**src/rtl/trs80_kbd_pkg.sv**
```systemverilog
// rtl/trs80_kbd_pkg.sv - shared types and key constants for the TRS-80 keyboard scanner
package trs80_kbd_pkg;

    typedef enum logic [2:0] {
        ST_GAP,
        ST_DRIVE,
        ST_SETTLE,
        ST_SAMPLE,
        ST_EVAL,
        ST_EMIT
    } scan_state_t;

    typedef struct packed {
        logic [1:0] len;
        logic [7:0] b0;
        logic [7:0] b1;
        logic [7:0] b2;
    } key_seq_t;

    localparam logic [2:0] KEY_SHIFT_ROW = 3'd7;
    localparam logic [2:0] KEY_SHIFT_BIT = 3'd0;

    localparam logic [5:0] KEY_CR     = 6'd48;
    localparam logic [5:0] KEY_TILDE  = 6'd49;
    localparam logic [5:0] KEY_BQUOTE = 6'd50;
    localparam logic [5:0] KEY_UP     = 6'd51;
    localparam logic [5:0] KEY_DOWN   = 6'd52;
    localparam logic [5:0] KEY_LEFT   = 6'd53;
    localparam logic [5:0] KEY_RIGHT  = 6'd54;
    localparam logic [5:0] KEY_SPACE  = 6'd55;

    localparam logic [7:0] ASCII_ESC = 8'h1B;
    localparam logic [7:0] ASCII_CR  = 8'h0D;

    function automatic logic [5:0] key_index(input logic [2:0] row, input logic [2:0] col);
        return {row, col};
    endfunction

    localparam logic [5:0] KEY_SHIFT_POS = key_index(KEY_SHIFT_ROW, KEY_SHIFT_BIT);

endpackage

```
**src/rtl/trs80_key_encoder.sv**
```systemverilog
// rtl/trs80_key_encoder.sv - maps a matrix key index plus shift to a 1- or 3-byte sequence
module trs80_key_encoder
    import trs80_kbd_pkg::*;
(
    input  logic [5:0] key_idx,
    input  logic       shift,
    output key_seq_t   seq
);

    logic [2:0] row;
    logic [2:0] col;
    logic [7:0] punct;

    assign row = key_idx[5:3];
    assign col = key_idx[2:0];

    // Row 5 splits into 0x38.. and 0x2C.. halves; shifting flips bit 4 of either half.
    assign punct = col[2] ? {5'b00101, col} : {5'b00111, col};

    always_comb begin
        seq = '0;
        case (row)
            3'd0, 3'd1, 3'd2: begin
                seq.len = 2'd1;
                seq.b0  = (shift ? 8'h60 : 8'h40) + {2'b00, key_idx};
            end
            3'd3: begin
                if (col < 3'd3) begin
                    seq.len = 2'd1;
                    seq.b0  = (shift ? 8'h60 : 8'h40) + {2'b00, key_idx};
                end
            end
            3'd4: begin
                seq.len = 2'd1;
                if (!shift)
                    seq.b0 = {5'b00110, col};
                else if (col == 3'd0)
                    seq.b0 = 8'h5E;
                else
                    seq.b0 = {5'b00100, col};
            end
            3'd5: begin
                seq.len = 2'd1;
                seq.b0  = shift ? (punct ^ 8'h10) : punct;
            end
            3'd6: begin
                seq.len = 2'd1;
                case (key_idx)
                    KEY_CR:     seq.b0 = ASCII_CR;
                    KEY_TILDE:  seq.b0 = 8'h7E;
                    KEY_BQUOTE: seq.b0 = 8'h60;
                    KEY_SPACE:  seq.b0 = 8'h20;
                    KEY_UP, KEY_DOWN, KEY_LEFT, KEY_RIGHT: begin
                        seq.len = 2'd3;
                        seq.b0  = ASCII_ESC;
                        seq.b1  = 8'h5B;
                        case (key_idx)
                            KEY_UP:   seq.b2 = 8'h41;
                            KEY_DOWN: seq.b2 = 8'h42;
                            KEY_LEFT: seq.b2 = 8'h44;
                            default:  seq.b2 = 8'h43;
                        endcase
                    end
                    default: seq.len = 2'd0;
                endcase
            end
            default: seq.len = 2'd0;
        endcase
    end

endmodule

```
**src/rtl/trs80_kbd_scanner.sv**
```systemverilog
// rtl/trs80_kbd_scanner.sv - scans the TRS-80 key matrix, debounces per frame and streams key bytes
module trs80_kbd_scanner
    import trs80_kbd_pkg::*;
#(
    parameter int SETTLE_CYCLES   = 27,
    parameter int FRAME_GAP       = 27000,
    parameter int DEBOUNCE_FRAMES = 4
) (
    input  logic       clk_in,
    input  logic       reset,
    output logic [7:0] kbd_addr_n,
    input  logic [7:0] kbd_data_n,
    output logic [7:0] tx_data,
    output logic       tx_valid,
    input  logic       tx_ready,
    output logic       key_down
);

    localparam int GAP_W = $clog2(FRAME_GAP + 1);
    localparam int SET_W = $clog2(SETTLE_CYCLES + 1);
    localparam logic [3:0] DEB = 4'(DEBOUNCE_FRAMES);

    scan_state_t  state;
    logic [GAP_W-1:0] gap_cnt;
    logic [SET_W-1:0] settle_cnt;
    logic [2:0]   row;
    logic [7:0]   sync1;
    logic [7:0]   sync2;
    logic [63:0]  cur;
    logic [63:0]  last;
    logic [63:0]  stable;
    logic [63:0]  reported;
    logic [3:0]   match_cnt;
    logic [1:0]   seq_len_r;
    logic [7:0]   seq_b1_r;
    logic [7:0]   seq_b2_r;
    logic [1:0]   byte_idx;

    logic [3:0]   match_nxt;
    logic [63:0]  stable_nxt;
    logic [63:0]  rep_masked;
    logic [63:0]  new_keys;
    logic         pick_found;
    logic [5:0]   pick_idx;
    logic         key_down_nxt;
    key_seq_t     enc_seq;

    always_comb begin
        match_nxt = 4'd0;
        if (cur == last)
            match_nxt = (match_cnt >= DEB) ? DEB : match_cnt + 4'd1;
        stable_nxt = (match_nxt == DEB) ? cur : stable;
        rep_masked = reported & stable_nxt;
        new_keys   = stable_nxt & ~rep_masked;
        new_keys[63:56] = 8'h00;
        key_down_nxt = (|stable_nxt[55:0]) | (|stable_nxt[63:57]);
        // Descending scan so the lowest set index is the one left standing.
        pick_found = 1'b0;
        pick_idx   = 6'd0;
        for (int i = 55; i >= 0; i--) begin
            if (new_keys[i]) begin
                pick_found = 1'b1;
                pick_idx   = 6'(i);
            end
        end
    end

    trs80_key_encoder u_encoder (
        .key_idx (pick_idx),
        .shift   (stable_nxt[KEY_SHIFT_POS]),
        .seq     (enc_seq)
    );

    always_ff @(posedge clk_in) begin
        if (reset) begin
            state      <= ST_GAP;
            gap_cnt    <= '0;
            settle_cnt <= '0;
            row        <= 3'd0;
            sync1      <= 8'h00;
            sync2      <= 8'h00;
            cur        <= '0;
            last       <= '0;
            stable     <= '0;
            reported   <= '0;
            match_cnt  <= 4'd0;
            seq_len_r  <= 2'd0;
            seq_b1_r   <= 8'h00;
            seq_b2_r   <= 8'h00;
            byte_idx   <= 2'd0;
            kbd_addr_n <= 8'hFF;
            tx_data    <= 8'h00;
            tx_valid   <= 1'b0;
            key_down   <= 1'b0;
        end else begin
            sync1 <= ~kbd_data_n;
            sync2 <= sync1;
            case (state)
                ST_GAP: begin
                    if (gap_cnt == GAP_W'(FRAME_GAP - 1)) begin
                        gap_cnt    <= '0;
                        row        <= 3'd0;
                        kbd_addr_n <= 8'hFE;
                        state      <= ST_DRIVE;
                    end else begin
                        gap_cnt <= gap_cnt + 1'b1;
                    end
                end
                ST_DRIVE: begin
                    settle_cnt <= '0;
                    state      <= ST_SETTLE;
                end
                ST_SETTLE: begin
                    if (settle_cnt == SET_W'(SETTLE_CYCLES - 1))
                        state <= ST_SAMPLE;
                    else
                        settle_cnt <= settle_cnt + 1'b1;
                end
                ST_SAMPLE: begin
                    cur[key_index(row, 3'd0) +: 8] <= sync2;
                    if (row == 3'd7) begin
                        kbd_addr_n <= 8'hFF;
                        state      <= ST_EVAL;
                    end else begin
                        row        <= row + 3'd1;
                        kbd_addr_n <= ~(8'h01 << (row + 3'd1));
                        state      <= ST_DRIVE;
                    end
                end
                ST_EVAL: begin
                    match_cnt <= match_nxt;
                    last      <= cur;
                    stable    <= stable_nxt;
                    key_down  <= key_down_nxt;
                    gap_cnt   <= '0;
                    state     <= ST_GAP;
                    if (pick_found) begin
                        // Ignored keys are still marked so they never block later keys.
                        reported <= rep_masked | (64'd1 << pick_idx);
                        if (enc_seq.len != 2'd0) begin
                            seq_len_r <= enc_seq.len;
                            seq_b1_r  <= enc_seq.b1;
                            seq_b2_r  <= enc_seq.b2;
                            tx_data   <= enc_seq.b0;
                            tx_valid  <= 1'b1;
                            byte_idx  <= 2'd0;
                            state     <= ST_EMIT;
                        end
                    end else begin
                        reported <= rep_masked;
                    end
                end
                ST_EMIT: begin
                    if (tx_valid && tx_ready) begin
                        if (byte_idx == seq_len_r - 2'd1) begin
                            tx_valid <= 1'b0;
                            gap_cnt  <= '0;
                            state    <= ST_GAP;
                        end else begin
                            byte_idx <= byte_idx + 2'd1;
                            tx_data  <= (byte_idx == 2'd0) ? seq_b1_r : seq_b2_r;
                        end
                    end
                end
                default: state <= ST_GAP;
            endcase
        end
    end

endmodule
```
**config.mk**
```make
export PLATFORM = sky130hd
export DESIGN_NAME = trs80_kbd_scanner
export DESIGN_NICKNAME = d
export VERILOG_FILES = /design/src/rtl/trs80_kbd_pkg.sv /design/src/rtl/trs80_key_encoder.sv /design/src/rtl/trs80_kbd_scanner.sv
export SDC_FILE = /design/constraint.sdc
export NUM_CORES = 1
export LEC_CHECK = 0
export ABC_AREA = 1
export CAP_MARGIN = 30
export CORE_MARGIN = 3
export CORE_UTILIZATION = 58
export CTS_BUF_LIST = sky130_fd_sc_hd__clkbuf_4 sky130_fd_sc_hd__clkbuf_8
export CTS_CLUSTER_SIZE = 8
export DETAILED_ROUTE_END_ITERATION = 12
export PLACE_DENSITY = 0.77
export SYNTH_ARGS = -nofsm -noshare
export SYNTH_HDL_FRONTEND = slang
export SYNTH_HIERARCHICAL = 1
export SYNTH_SLANG_ARGS = --single-unit
```
**constraint.sdc**
```tcl
create_clock -name clk_in -period 6.4 [get_ports clk_in]
set_clock_uncertainty 0.15 [all_clocks]
set_input_delay 0.96 -clock clk_in [delete_from_list [all_inputs] [get_ports clk_in]]
set_output_delay 0.96 -clock clk_in [all_outputs]
set_load 0.01 [all_outputs]
```
==> impl_metrics.json <==
{
  "synth_edf_count": 0,
  "seqCellArea_sq_mm": 0.00669,
  "met1Wirelength_um": 19700,
  "num-nets-final": 2512,
  "h-tree-depth": 2,
  "drt-initial-drc-count": 1441,
  "postSynthCellCount": 2455,
  "multiInputGateArea_sq_mm": 0.00844,
  "reg2reg_to": "state[2]",
  "synth_area_sq_mm": 0.0167,
  "drc": 0,
  "p_leak_uw": 0.00846,
  "dieArea_sq_mm": 0.0308,
  "max_cap_viol_count": 0,
  "rsz0062_at_grt": "true",
  "die_x_um": 175,
  "status": "finished, final reports clean",
  "firstDrtPassIters": 6,
  "final_cell_mix": "nand2_1, dfxtp_1, inv_1",
  "top_layer_used": "met4",
  "holdPathEnd": "sync2[0]",
  "layout_commonest_cell": "nand2_1",
  "peakVddDrop_v": 0.000205,
  "die_h_um": 175,
  "ioPinCount": 29,
  "holdPathStages": 2,
  "cp_max_fo": 14,
  "slew_violations": 0,
  "vias": 15971,
  "grt_overflow": 0,
  "path_class": "reg -> reg",
  "insertedDiodeCount": 0,
  "power_switching_share_pct": 24.0,
  "cts_tree": "built",
  "worstSetupStartpoint": "cur[2]",
  "fin_crit_sh_pct": 96.4,
  "num_rows": 61,
  "syn_area_per_cell_sq_um": 6.78,
  "comb_power_share_pct": 5.0,
  "n_fill_cell": 2423,
  "crit_slowest_cell": "dfxtp_2",
  "wire_per_inst_um": 16.1,
  "synth_cell_types": 54,
  "met2_length_um": 21500,
  "routed_wirelength_um": 46900,
  "grt_max_degree": 203,
  "rrSetupSlack_ns": 0.23,
  "netlist.area_leader.share_pct": 39.9,
  "clk_pin_slew_worst_paths_ns": 0.06,
  "setup_violations": 0,
  "wl_met3_um": 3730,
  "tightestPinTransition_ns": 1.03,
  "grt_pass1_vias": 14665,
  "fmax_mhz": 162,
  "tns_ns": 0,
  "yosys.area.top_type": "dfxtp_1",
  "hp-start": "sync1[0]",
  "critPathTopFamily": "simple AND/OR/NAND/NOR gates",
  "p_int_uw": 3280,
  "synth_top_cells_by_area": "dfxtp_1, nand2_1, o21ai_0",
  "required_ns": 6.72,
  "ys_ff_latch": 332,
  "clock_latency_ns": 0.60,
  "p_seq_share_pct": 48.8,
  "cts-root-buf": "clkbuf_8",
  "antenna_found_initial": 0,
  "cts_buffers": 55,
  "endpoint_kind": "register",
  "ys_seq_area_share_pct": 39.9,
  "p_per_area_mw_per_mm2": 228,
  "hold_viol": 0,
  "drive_gt1_share_pct": 15.0,
  "ys_warn_count": 6,
  "max_slew_margin_pct": 31.3,
  "async_flop_share_pct": 0,
  "grt_pass1_wl_um": 73700,
  "start_util_pct": 59.4,
  "p_sw_uw": 1030,
  "cp_num_buf_inv": 11,
  "period_needed_ns": 6.17,
  "clkPwrFrac_pct": 46.2,
  "crit_top_cell": "nand2_1",
  "post-route-cell-area_sq_mm": 0.0189,
  "regToRegStartpoint": "cur[2]",
  "utilization_pct": 67.6,
  "worst_setup_path_start_kind": "register",
  "area_delta_synth_final_pct": 13.7,
  "post_dp_cell_area_sq_mm": 0.0172,
  "drtAntennaViolNets": 0,
  "clock-sinks": 332,
  "synth_ff_type": "dfxtp_1",
  "worstPathArrival_ns": 6.49,
  "hold_path_class": "reg -> reg",
  "track_usage_pct": 29.2,
  "placeableCoreArea_sq_mm": 0.0280,
  "r2r_cells": 72,
  "gp_congestion": 0.986,
  "via_per_inst": 5.49,
  "max_stage_delay_ns": 0.36,
  "post-dp-hpwl_um": 32200,
  "numPortBuffers": 28,
  "cts.path.max_buffers": 3
}
## worst reg2reg max path: cells and delay by family, from the launching register on
| family | cells | cell delay (ns) |
|---|---|---|
| compound gates | 5 | 0.69 |
| flops | 1 | 0.36 |
| buf+inv | 11 | 1.32 |
| simple gates | 56 | 3.54 |
## power by group through the flow
stage | clock (uW) | sequential, uW | combinational (uW)
final | 1990 | 2100 | 216
after floorplan | 0 | 2140 | 149
after global routing | 2120 | 2110 | 242
after CTS | 2020 | 2100 | 205
after global placement | 0 | 2150 | 197
after detailed placement | 0 | 2150 | 204
## Yosys cell counts, types with 19 or more instances
| cell | instances |
|---|---|
| xor2_1 | 24 |
| dfxtp_1 | 332 |
| inv_1 | 306 |
| nand4_1 | 27 |
| nor3_1 | 24 |
| o211ai_1 | 50 |
| nand3_1 | 99 |
| clkbuf_1 | 70 |
| or2_2 | 45 |
| xnor2_1 | 33 |
| a21oi_1 | 201 |
| o21ai_0 | 239 |
| nor2_2 | 19 |
| inv_2 | 29 |
| nand2_1 | 582 |
| nor2_1 | 205 |
## layer usage
layer  vias up  track usage [%]
li1       7951                -
met5         -                0
met4         0             11.8
met2       586             47.5
met1      7318             37.8
met3       116             6.53
## cell type report
cell class | count | area share [%]
clock inverters | 6 | 0.192
well taps | 378 | 2.50
flip-flops and latches | 332 | 35.3
inverters | 341 | 6.85
multi-input cells | 1670 | 44.6
clock buffers | 94 | 6.14
repair buffers | 87 | 4.46
## logic make-up (layout without fill, tap and decap cells)
| logic type | Yosys count | in the layout | synth area share, % |
|---|---|---|---|
| other | 1 | 7 | 0.0225 |
| adders and majority gates | 14 | 14 | 1.05 |
| DFF | 332 | 332 | 39.9 |
| and+or+nand+nor | 1050 | 1051 | 27.3 |
| buffers and inverters | 460 | 528 | 11.2 |
| AOI/OAI and AO/OA | 541 | 541 | 17.5 |
| xor gates and xnor gates | 57 | 57 | 3.00 |
## registers in the layout, summed over array words and instances, names as in the netlist
name and cells:
reported 56, kbd_addr_n 8, state 3, tx_valid 1, tx_data 8, key_down 1
sync1 8, seq_len_r 2, sync2 8, last 64, match_cnt 4, gap_cnt 15
row 3, cur 64, seq_b2_r 8, byte_idx 2, settle_cnt 5, stable 64
seq_b1_r 8
## metrics by stage
stage                     total power [uW]  hold slack, ns  instances  worst slack (ns)
after floorplan                       2290           0.238       2461             0.578
after global placement                2340           0.245       2788             0.202
after detailed placement              2350           0.248       2789            0.0660
after CTS                             4330           0.250       2889            0.0234
after global routing                  4460           0.268       2908            -0.399
final                                 4310           0.243       2908             0.233
## how the worst max path moves through the flow
stage,end,slack [ns],depth (start not counted)
floorplan,tx_data[5],0.58,33
global placement,state[2],0.20,81
detailed placement,state[2],0.07,81
CTS,state[2],0.02,81
global route,seq_b2_r[6],-0.40,81
finish,state[2],0.23,72
## repair_timing
item,CTS,global route
resized for setup,0,133
setup endpoints to repair,0,31
buffers inserted,0,14
hold buffers,0,0
Note: power is estimated with default switching activity, not from simulation.
